--- config.mk ---
export PLATFORM = sky130hd
export DESIGN_NAME = pipe_ctrl
export DESIGN_NICKNAME = d
export VERILOG_FILES = /design/src/rtl/pipe_ctrl.sv
export SDC_FILE = /design/constraint.sdc
export NUM_CORES = 1
export LEC_CHECK = 0
export BUFFER_PORTS_ARGS = -buffer_cell sky130_fd_sc_hd__buf_2
export CAP_MARGIN = 20
export CORE_AREA = 2 2 108 110
export CTS_CLUSTER_SIZE = 10
export DETAILED_ROUTE_END_ITERATION = 16
export DIE_AREA = 0 0 110 112
export PLACE_DENSITY = 0.76
export SYNTH_ARGS = -nofsm -noshare
export SYNTH_HDL_FRONTEND = slang
export SYNTH_SLANG_ARGS = --single-unit
--- constraint.sdc ---
create_clock -name clk -period 2.2 [get_ports clk]
set_input_delay 0.44 -clock clk [delete_from_list [all_inputs] [get_ports clk]]
set_output_delay 0.44 -clock clk [all_outputs]
set_load 0.03 [all_outputs]
--- src/rtl/pipe_ctrl.sv ---
// Pipeline sequencer: stall vector, flush/redirect, trap/mret sequencing
// and a watchdog for stalls that never resolve.
module pipe_ctrl #(
    parameter int XLEN    = 32,
    parameter int STALL_W = 5,
    parameter int TIMEOUT = 1023
) (
    input  logic               clk,
    input  logic               rst,
    input  logic               if_wait_i,
    input  logic               id_luse_i,
    input  logic               ex_busy_i,
    input  logic               ls_wait_i,
    input  logic               br_taken_i,
    input  logic [XLEN-1:0]    br_target_i,
    input  logic               trap_req_i,
    input  logic               mret_req_i,
    input  logic [XLEN-1:0]    trap_pc_i,
    input  logic [XLEN-1:0]    trap_cause_i,
    input  logic [XLEN-1:0]    mtvec_i,
    input  logic [XLEN-1:0]    mepc_i,
    output logic [STALL_W-1:0] stall_o,
    output logic               flush_o,
    output logic               redirect_valid_o,
    output logic [XLEN-1:0]    redirect_pc_o,
    output logic               csr_trap_we_o,
    output logic               csr_mret_o,
    output logic [XLEN-1:0]    csr_epc_o,
    output logic [XLEN-1:0]    csr_cause_o,
    output logic               stall_timeout_o
);

    localparam logic [1:0] S_IDLE  = 2'd0;
    localparam logic [1:0] S_WAIT  = 2'd1;
    localparam logic [1:0] S_FLUSH = 2'd2;

    localparam int CW = $clog2(TIMEOUT + 1);

    localparam logic [STALL_W-1:0] ST_LS   = STALL_W'(5'b01111);
    localparam logic [STALL_W-1:0] ST_EX   = STALL_W'(5'b00111);
    localparam logic [STALL_W-1:0] ST_ID   = STALL_W'(5'b00011);
    localparam logic [STALL_W-1:0] ST_IF   = STALL_W'(5'b00001);

    logic [1:0]         state;
    logic [1:0]         state_nx;
    logic               kind_mret;
    logic [XLEN-1:0]    epc_q;
    logic [XLEN-1:0]    cause_q;
    logic [CW-1:0]      cnt;

    logic [STALL_W-1:0] base;
    logic               capture;
    logic               branch;

    logic [STALL_W-1:0] stall_c;
    logic               flush_c;
    logic               rv_c;
    logic [XLEN-1:0]    rpc_c;
    logic               trap_we_c;
    logic               mret_c;

    always_comb begin
        if (ls_wait_i)      base = ST_LS;
        else if (ex_busy_i) base = ST_EX;
        else if (id_luse_i) base = ST_ID;
        else if (if_wait_i) base = ST_IF;
        else                base = '0;
    end

    // A held LSU does not block capture: the FSM drains it before flushing.
    assign capture = (state == S_IDLE) && (trap_req_i || mret_req_i)
                     && !ex_busy_i;
    assign branch  = (state == S_IDLE) && br_taken_i && !base[2]
                     && !trap_req_i && !mret_req_i;

    always_comb begin
        stall_c   = base;
        flush_c   = 1'b0;
        rv_c      = 1'b0;
        rpc_c     = '0;
        trap_we_c = 1'b0;
        mret_c    = 1'b0;
        state_nx  = state;
        case (state)
            S_IDLE: begin
                if (capture) begin
                    stall_c  = base | ST_EX;
                    state_nx = ls_wait_i ? S_WAIT : S_FLUSH;
                end else if (branch) begin
                    stall_c = '0;
                    flush_c = 1'b1;
                    rv_c    = 1'b1;
                    rpc_c   = br_target_i;
                end
            end
            S_WAIT: begin
                stall_c = base | ST_EX;
                if (!ls_wait_i) state_nx = S_FLUSH;
            end
            S_FLUSH: begin
                stall_c   = '0;
                flush_c   = 1'b1;
                rv_c      = 1'b1;
                rpc_c     = kind_mret ? mepc_i : mtvec_i;
                trap_we_c = !kind_mret;
                mret_c    = kind_mret;
                state_nx  = S_IDLE;
            end
            default: state_nx = S_IDLE;
        endcase
    end

    assign stall_o          = rst ? '0 : stall_c;
    assign flush_o          = !rst && flush_c;
    assign redirect_valid_o = !rst && rv_c;
    assign redirect_pc_o    = rst ? '0 : rpc_c;
    assign csr_trap_we_o    = !rst && trap_we_c;
    assign csr_mret_o       = !rst && mret_c;
    assign csr_epc_o        = rst ? '0 : epc_q;
    assign csr_cause_o      = rst ? '0 : cause_q;
    assign stall_timeout_o  = !rst && (cnt == CW'(TIMEOUT));

    always_ff @(posedge clk) begin
        if (rst) begin
            state     <= S_IDLE;
            kind_mret <= 1'b0;
            epc_q     <= '0;
            cause_q   <= '0;
        end else begin
            state <= state_nx;
            if (capture) begin
                kind_mret <= !trap_req_i;
                epc_q     <= trap_pc_i;
                cause_q   <= trap_cause_i;
            end
        end
    end

    always_ff @(posedge clk) begin
        if (rst)
            cnt <= '0;
        else if (stall_o == '0)
            cnt <= '0;
        else if (cnt != CW'(TIMEOUT))
            cnt <= cnt + CW'(1);
    end

endmodule
==> impl_metrics.toml, run 1 <==
[critical_path]
path_common_cell = "buf_4"
worst-path-buf-inv = 3
cp_slowest_cell = "nor4_4"
worst-endpoint-arrival_ns = 1.71
rrSetupSlack_ns = 0.60
crit_chain = "buf_4 > nor4_4 > and3_4 > buf_12 > a21oi_2 > nor2_2 > buf_4"
reg2reg_depth = 6
critPathTopFamily = "simple AND/OR/NAND/NOR gates"
cp.required_ns = 1.76
path_max_fanout = 15
cpPeakStageDelay_ns = 0.29
crit_type = "input port to output port"
worst-path-stages = 7
startpoint_type = "input port"
cp-end-kind = "output port"

[place]
portBuffers = 273
dpl.cell_count = 974
hpwlAfterDp_microns = 10000
pre_cts_ws_ns = -0.0218
gp_congestion = 0.835
place_area_sq_mm = 0.00589

[yosys]
synth.distinct_cells = 38
yosys_warnings = 0
synth_common_cells = "nand2_1, dfxtp_1, a21oi_1, nor2b_1, nor2_1"
yosysTopAreaCell = "dfxtp_1"
ys_seq_elements = 77
syn_avg_cell_area_sq_um = 7.42
yosysMostFrequentCell = "nand2_1"
ys_seq_area_share_pct = 35.1
synth-edff-count = 0
syn_inst = 591
async_flop_share_pct = 0
synth-main-ff-cell = "dfxtp_1"
synth.top_cell.area_share_pct = 35.1
synth_nets = 761
netlist_area_sq_mm = 0.00439
synth_area_leaders = "dfxtp_1, nand2_1, nor2b_1, a21oi_1, mux2i_1"

[clocking]
cts_buffer_depth = 2
htreeDepth = 3
cts-root-buf = "clkbuf_16"
clkSinkCount = 77
clk_pin_slew_worst_paths_ns = 0.06
tritoncts = "yes"
clock_latency_ns = 0.33
post_cts.repair.setup_buffers = 0
cts_buffers = 9

[worst_hold_path]
hold_path.class = "input port to flip-flop"
holdPathStages = 2

[pwr]
pwr-share-clk_pct = 37.2
leakagePower_nw = 2.93
p_sw_share_pct = 30.7
p_comb_share_pct = 22.5
power.density_mw_per_mm2 = 594
seq_power_share_pct = 40.3
p_int_mw = 2.61
switchingPower_mw = 1.15
ir_worst_vdd_mv = 0.431

[status]
status = "finished clean"

[final_layout]
nNetsFinal = 1014
multi_input_area_sq_mm = 0.00260
final_util_pct = 56.7
design_area_sq_mm = 0.00633
fill_cells = 1079
regArea_sq_mm = 0.00155
syn_to_final_growth_pct = 44.4
drive_gt1_share_pct = 45.3
final_cells = 993

[routing]
vias = 4729
drt_iter0_markers = 244
dr.pass1.iters = 6
drc_errors = 0
viasPerCell = 4.76
postRouteAntennaNets = 0
routed_wirelength_microns = 13900
avgRoutedWirePerCell_microns = 14.0

[timing]
fin_setup_tns_ns = 0
hold_violations = 0
setup_viol = 0
setup_ws_ns = 0.0549
finalCriticalPeriod_ns = 2.15
min_period_over_period_pct = 97.5
clock_skew_ns = 0.00786
fmax_mhz = 466
slew_violations = 0
rsz0062_at_grt = "yes"

[floorplanning]
die_h_microns = 112
ios = 275
die_w_microns = 110
rows = 39
start_util_pct = 39.3
die-area_sq_mm = 0.0123
core_area_sq_mm = 0.0112

[global_routing]
antenna_found_initial = 1
grt_pass1_vias = 4310
grt_overflow = 0
grt_usage_pct = 20.9
grt_max_degree = 100
grt_pass1_wl_microns = 20300

[run]
maxCapViolCount = 0
## stage by stage
step	hold slack (ns)	total power [mW]
after floorplan	0.432	2.05
after global placement	0.437	2.36
after detailed placement	0.442	2.37
after CTS	0.328	3.79
after global routing	0.331	3.95
final	0.338	3.76
## routing by layer
metal  vias to the layer above  GRT usage [%]  routed length (microns)
li1                       2422              -                        -
met1                      2095           23.0                     5360
met2                       185           37.2                     7030
met3                        27           5.50                     1160
met4                         0           8.69                      323
met5                         -              0                        0
## cell type report
type,count,share of cell area [%]
clock buffer,9,3.56
multi-input combinational,459,41.1
inverter,5,0.296
timing repair buffer,292,26.9
sequential,77,24.4
antenna,1,0.0395
clock inverter,7,0.909
tap,143,2.82
## power groups by stage
stage	Sequential (mW)	Combinational, mW	Clock (mW)
after global routing	1.53	0.925	1.50
after global placement	1.54	0.819	0
after detailed placement	1.54	0.824	0
after CTS	1.51	0.830	1.44
after floorplan	1.53	0.519	0
final	1.52	0.844	1.40
## kinds of logic (layout without fill, tap and decap cells)
logic type / after synthesis / after routing / share of synthesized area (%)
muxes: 35 / 35 / 8.01
and+or+nand+nor: 310 / 310 / 33.8
buffers and inverters: 55 / 313 / 6.70
adders and majority gates: 1 / 1 / 0.285
AOI/OAI and AO/OA: 110 / 110 / 15.6
other: 1 / 2 / 0.0855
xor gates and xnor gates: 2 / 2 / 0.399
DFF: 77 / 77 / 35.1
## placed cells by master, fill, tap and decap left out, types with 5 or more instances in the layout
cell and n:
a21oi_2 29, nor2_2 31, dfxtp_1 73, buf_12 7
nor3_1 6, nor2_1 54, buf_4 24, nand2_1 130
a21oi_1 69, mux2i_1 34, nor2b_1 66, inv_1 5
buf_2 248, clkbuf_4 9, clkbuf_16 11
## final timing paths
path,to,start
hold reg to reg,cause_q[15],cause_q[15]
setup / recovery,redirect_pc_o[2],ls_wait_i
setup reg to reg,cnt[2],cnt[0]
hold / removal,state[1],ls_wait_i
## timing repair
action                     CTS  global route
resized for setup            9            38
setup endpoints to repair   31            31
cloned                       0             2
hold buffers                 0             0
hold endpoints to repair     0             0
pin swaps                    0             3
## sequential cells by signal, indices dropped and copies added (netlist names)
signal,cells
cause_q,32
cnt,10
epc_q,32
kind_mret,1
state,2
No activity file was read; power rests on OpenSTA's default activity.
==> inputs of run 2 (changes only) <==
--- a/config.mk
+++ b/config.mk
@@ -7,11 +7,11 @@
 export LEC_CHECK = 0
 export BUFFER_PORTS_ARGS = -buffer_cell sky130_fd_sc_hd__buf_2
 export CAP_MARGIN = 20
-export CORE_AREA = 2 2 108 110
+export CORE_AREA = 2 2 106 108
 export CTS_CLUSTER_SIZE = 10
 export DETAILED_ROUTE_END_ITERATION = 16
-export DIE_AREA = 0 0 110 112
-export PLACE_DENSITY = 0.76
+export DIE_AREA = 0 0 108 110
+export PLACE_DENSITY = 0.78
 export SYNTH_ARGS = -nofsm -noshare
 export SYNTH_HDL_FRONTEND = slang
 export SYNTH_SLANG_ARGS = --single-unit
==> constraint.sdc (replaced) <==
create_clock -name clk -period 2.7 [get_ports clk]
set_input_delay 0.54 -clock clk [delete_from_list [all_inputs] [get_ports clk]]
set_output_delay 0.54 -clock clk [all_outputs]
set_load 0.03 [all_outputs]
==> run 2 against run 1 <==
Via count grew 1.3%. Cell count shrank 0.70%. Core utilization shrank 0.12 points. Clock power shrank 33%. Critical path depth shrank 1. Hold slack gained 0.089 ns. Routed wire length grew 4.6%. First-iteration DRC count is the same. Clock skew shrank 0.0024 ns. Sequential power shrank 18%.
==> impl_metrics.toml, run 2 (same netlist as run 1, synthesis figures left out) <==
[clocking]
post_cts.repair.setup_buffers = 0
cts_buffers = 9
clkSinkCount = 77
tritoncts = "yes"
clk_pin_slew_worst_paths_ns = 0.08
cts-root-buf = "clkbuf_8"
cts_hold_buf = 0
cts_buffer_depth = 2
post_cts_resized = 0
htreeDepth = 3
clock_latency_ns = 0.34

[critical_path]
worst-endpoint-arrival_ns = 2.00
startpoint_type = "flip-flop"
cp.required_ns = 2.16
cp-end-kind = "output port"
path_max_fanout = 20
crit_type = "flip-flop to output port"

[final_layout]
fill_cells = 1045
design_area_sq_mm = 0.00605
drive_gt1_share_pct = 44.1
nNetsFinal = 1010
final_common_cell = "buf_2"
final_cell_mix = "buf_2, nand2_1, dfxtp_1, a21oi_1, nor2b_1"
reg.largest.list = "cause_q (32), epc_q (32), cnt (10)"
syn_to_final_growth_pct = 37.9

[place]
hpwlAfterDp_microns = 11400
place_area_sq_mm = 0.00583
gp_congestion = 0.917
portBuffers = 273

[timing]
hold_violations = 0
slew_headroom_pct = 60.1
setup_viol = 0
fin_setup_tns_ns = 0
fmax_mhz = 394
min_period_over_period_pct = 94.1
rsz0062_at_grt = "no"
finalCriticalPeriod_ns = 2.54
slew_violations = 0
clock_skew_ns = 0.00542
worstMarginPinSlew_ns = 0.597

[routing]
dr.pass1.iters = 6
drc_errors = 0
vias = 4790
routed_wirelength_microns = 14500
viasPerCell = 4.86
avgRoutedWirePerCell_microns = 14.7
postRouteAntennaNets = 0
drt_iter0_markers = 244

[status]
status = "finished clean"

[floorplanning]
core_area_sq_mm = 0.0107
rows = 38
ios = 275
die_h_microns = 110
die-area_sq_mm = 0.0119
start_util_pct = 41.0
die_w_microns = 108

[global_routing]
antenna_found_initial = 1
grt_max_degree = 139
grt_overflow = 0
grt_usage_pct = 23.0
grt_pass1_vias = 4121
grt_pass1_wl_microns = 20900

[worst_hold_path]
hold_path.class = "input port to flip-flop"

[pwr]
total_power_mw = 2.83
leakagePower_nw = 2.86
power.density_mw_per_mm2 = 468
ir_worst_vdd_mv = 0.303

[run]
maxCapViolCount = 0
==> run 2: cell types whose count changed in the layout (fill, tap and decap cells not counted), sizes merged <==
cell and change:
buf +7, bufinv +1, clkbuf -8, clkinv -3, inv -1
==> run 2: report_power, final <==
group | switching (mW) | internal (mW) | total, mW
Clock | 0.426 | 0.506 | 0.932
Combinational | 0.390 | 0.268 | 0.658
Sequential | 0.0407 | 1.20 | 1.24
Total | 0.856 | 1.97 | 2.83
==> run 2: per-stage QoR <==
step / util [%] / setup slack [ns] / hold slack, ns / std cells
6_report: 56.6 / 0.160 / 0.428 / 986
5_1_grt: 56.6 / 0.0406 / 0.412 / 986
4_1_cts: 56.5 / 0.165 / 0.407 / 985
3_5_place_dp: 54.5 / 0.219 / 0.442 / 969
3_3_place_gp: 54.5 / 0.251 / 0.437 / 969
2_1_floorplan: - / 0.0795 / 0.432 / 591
==> run 2: critical path, stage by stage, from the launching register on <==
cell     delay [ns]
dfxtp_2        0.69
buf_4          0.28
mux2i_1        0.20
nor2_1         0.06
a21oi_2        0.21
nor2_2         0.04
buf_2          0.17
==> run 2: worst paths after layout <==
check	from	end	slack, ns	cells after the start
worst max-delay path	kind_mret	redirect_pc_o[28]	0.16	6
worst min-delay path	trap_cause_i[24]	cause_q[24]	0.43	3
worst max register to register	state[1]	cause_q[27]	1.03	5
worst min register to register	epc_q[11]	epc_q[11]	0.45	2
==> run 2: layout make-up <==
type | instances | area (sq um) | area share, %
Inverter | 5 | 18.8 | 0.310
Clock inverter | 4 | 53.8 | 0.889
Antenna cell | 1 | 2.50 | 0.0413
Timing Repair Buffer | 288 | 1530 | 25.3
Tap cell | 140 | 175 | 2.89
Multi-Input combinational cell | 459 | 2560 | 42.3
Clock buffer | 12 | 165 | 2.73
Sequential cell | 77 | 1540 | 25.5
==> run 2: metal layers <==
metal | up-vias | track usage (%) | share of wire, %
met5 | - | 0 | 0
met4 | 0 | 11.0 | 3.6
met3 | 35 | 6.29 | 8.3
met2 | 187 | 41.2 | 50
met1 | 2163 | 25.3 | 38
li1 | 2405 | - | -
==> inputs of run 3 (changes only) <==
--- a/config.mk
+++ b/config.mk
@@ -7,11 +7,12 @@
 export LEC_CHECK = 0
 export BUFFER_PORTS_ARGS = -buffer_cell sky130_fd_sc_hd__buf_2
 export CAP_MARGIN = 20
-export CORE_AREA = 2 2 106 108
+export CORE_AREA = 3 3 107 109
 export CTS_CLUSTER_SIZE = 10
 export DETAILED_ROUTE_END_ITERATION = 16
-export DIE_AREA = 0 0 108 110
+export DIE_AREA = 0 0 110 112
 export PLACE_DENSITY = 0.78
+export SKIP_CTS_REPAIR_TIMING = 1
 export SYNTH_ARGS = -nofsm -noshare
 export SYNTH_HDL_FRONTEND = slang
 export SYNTH_SLANG_ARGS = --single-unit
==> run 3 against run 2 <==
Clock skew grew 0.011 ns. Power is 1.4% lower. Design area shrank 0.27%. Sequential cell count unchanged. Maximum frequency increased by 1.7%. Critical path type is now input port to output port.
==> impl_metrics.toml, run 3 (same netlist as run 1, synthesis figures left out) <==
[status]
status = "finished clean"

[critical_path]
timing.rr.start = "cnt[0]"
path_common_cell = "buf_2"
cp-endpoint = "stall_o[1]"
worst-path-buf-inv = 3
reg2reg_depth = 5
cpPeakStageDelay_ns = 0.36
rr_endpoint = "cnt[2]"
rrSetupSlack_ns = 1.05
cp_slowest_cell = "nor4_2"
worst-endpoint-arrival_ns = 1.96
startpoint_type = "input port"
worst-path-stages = 7
cp.required_ns = 2.16
crit_chain = "buf_2 > nor4_2 > and3_2 > buf_12 > o21ai_1 > a21o_1 > buf_2"
startpoint = "trap_req_i"
critPathTopFamily = "simple AND/OR/NAND/NOR gates"
cp-end-kind = "output port"
crit_type = "input port to output port"
path_max_fanout = 17

[place]
hpwlAfterDp_microns = 11900
gp_congestion = 0.897
portBuffers = 273
pre_cts_ws_ns = 0.200

[worst_hold_path]
holdPathStages = 3
hold_path.class = "input port to flip-flop"

[routing]
drc_errors = 0
drt_iter0_markers = 289
vias = 4712
wl_met3_microns = 1370
maxUsedRoutingLayer = "met4"
wl_met1_microns = 6110
postRouteAntennaNets = 0
viasPerCell = 4.79
routed_wirelength_microns = 15200
avgRoutedWirePerCell_microns = 15.4
wl_met2_microns = 7400
dr.pass1.iters = 4

[clocking]
clkSinkCount = 77
tritoncts = "yes"
cts-root-buf = "clkbuf_8"
cts_buffer_depth = 2
clk_pin_slew_worst_paths_ns = 0.09
clock_latency_ns = 0.35
cts_buffers = 9
htreeDepth = 3

[timing]
fin_setup_tns_ns = 0
rsz0062_at_grt = "no"
hold_violations = 0
min_period_over_period_pct = 92.6
setup_ws_ns = 0.201
worstMarginPinSlew_ns = 0.505
slew_violations = 0
clock_skew_ns = 0.0166
fmax_mhz = 400
setup_viol = 0
slew_headroom_pct = 66.3
finalCriticalPeriod_ns = 2.50

[global_routing]
grt_max_degree = 78
grt_pass1_wl_microns = 22200
grt_pass1_vias = 4327
antenna_found_initial = 1
grt_usage_pct = 23.4
grt_overflow = 0

[final_layout]
multi_input_area_sq_mm = 0.00256
reg.largest.list = "cause_q (32), epc_q (32), cnt (10)"
drive_gt1_share_pct = 43.9
fill_cells = 1071
syn_to_final_growth_pct = 37.6
nNetsFinal = 1007
regArea_sq_mm = 0.00154
final_common_cell = "buf_2"
final_cell_mix = "buf_2, nand2_1, dfxtp_1, a21oi_1, nor2b_1"

[pwr]
seq_power_share_pct = 44.4
power.density_mw_per_mm2 = 462
ir_worst_vdd_mv = 0.277
leakagePower_nw = 2.85
total_power_mw = 2.79
p_sw_share_pct = 31.8
p_comb_share_pct = 23.4
switchingPower_mw = 0.887
pwr-share-clk_pct = 32.1
p_int_mw = 1.90

[floorplanning]
die_h_microns = 112
core_area_sq_mm = 0.0107
die-area_sq_mm = 0.0123
start_util_pct = 41.0
die_w_microns = 110
rows = 38
ios = 275

[run]
maxCapViolCount = 0
-- run 3: worst register-to-register path, delay by kind of cell (launching register included) --
family                   cells  cell delay, ns
AND/OR/NAND/NOR              4            0.98
flip-flops                   1            0.40
adder cells (fa/ha/maj)      1            0.22
-- run 3: routing by layer --
layer,vias up,GRT usage (%)
met4,0,7.65
li1,2413,-
met2,158,39.2
met1,2121,29.1
met5,-,0
met3,20,5.97
-- run 3: worst min path at each step --
stage / startpoint / endpoint
floorplan: cause_q[0] / cause_q[0]
global placement: cause_q[29] / cause_q[29]
detailed placement: cause_q[22] / cause_q[22]
CTS: trap_pc_i[0] / epc_q[0]
global route: trap_pc_i[30] / epc_q[30]
finish: trap_pc_i[29] / epc_q[29]
-- run 3: layout make-up --
cell class / count / area share, %
clock inverters: 6 / 1.18
diodes: 1 / 0.0415
multi-input cells: 459 / 42.5
well taps: 140 / 2.90
inverters: 5 / 0.311
flip-flops and latches: 77 / 25.6
repair buffers: 285 / 25.4
clock buffers: 10 / 2.11
-- run 3: power groups by stage --
stage | Clock (mW) | Combinational [mW] | Sequential, mW
detailed placement | 0 | 0.657 | 1.27
finish | 0.897 | 0.654 | 1.24
CTS | 0.931 | 0.659 | 1.24
floorplan | 0 | 0.422 | 1.25
global route | 0.970 | 0.716 | 1.25
global placement | 0 | 0.654 | 1.26
-- run 3: per-stage QoR --
stage               instance area (sq um)  util, %  instances  hold slack (ns)
detailed placement                   5830     54.5        966            0.442
global route                         6040     56.4        983            0.399
global placement                     5830     54.5        966            0.437
floorplan                            4390        -        591            0.432
CTS                                  6030     56.4        982            0.394
finish                               6040     56.4        983            0.416
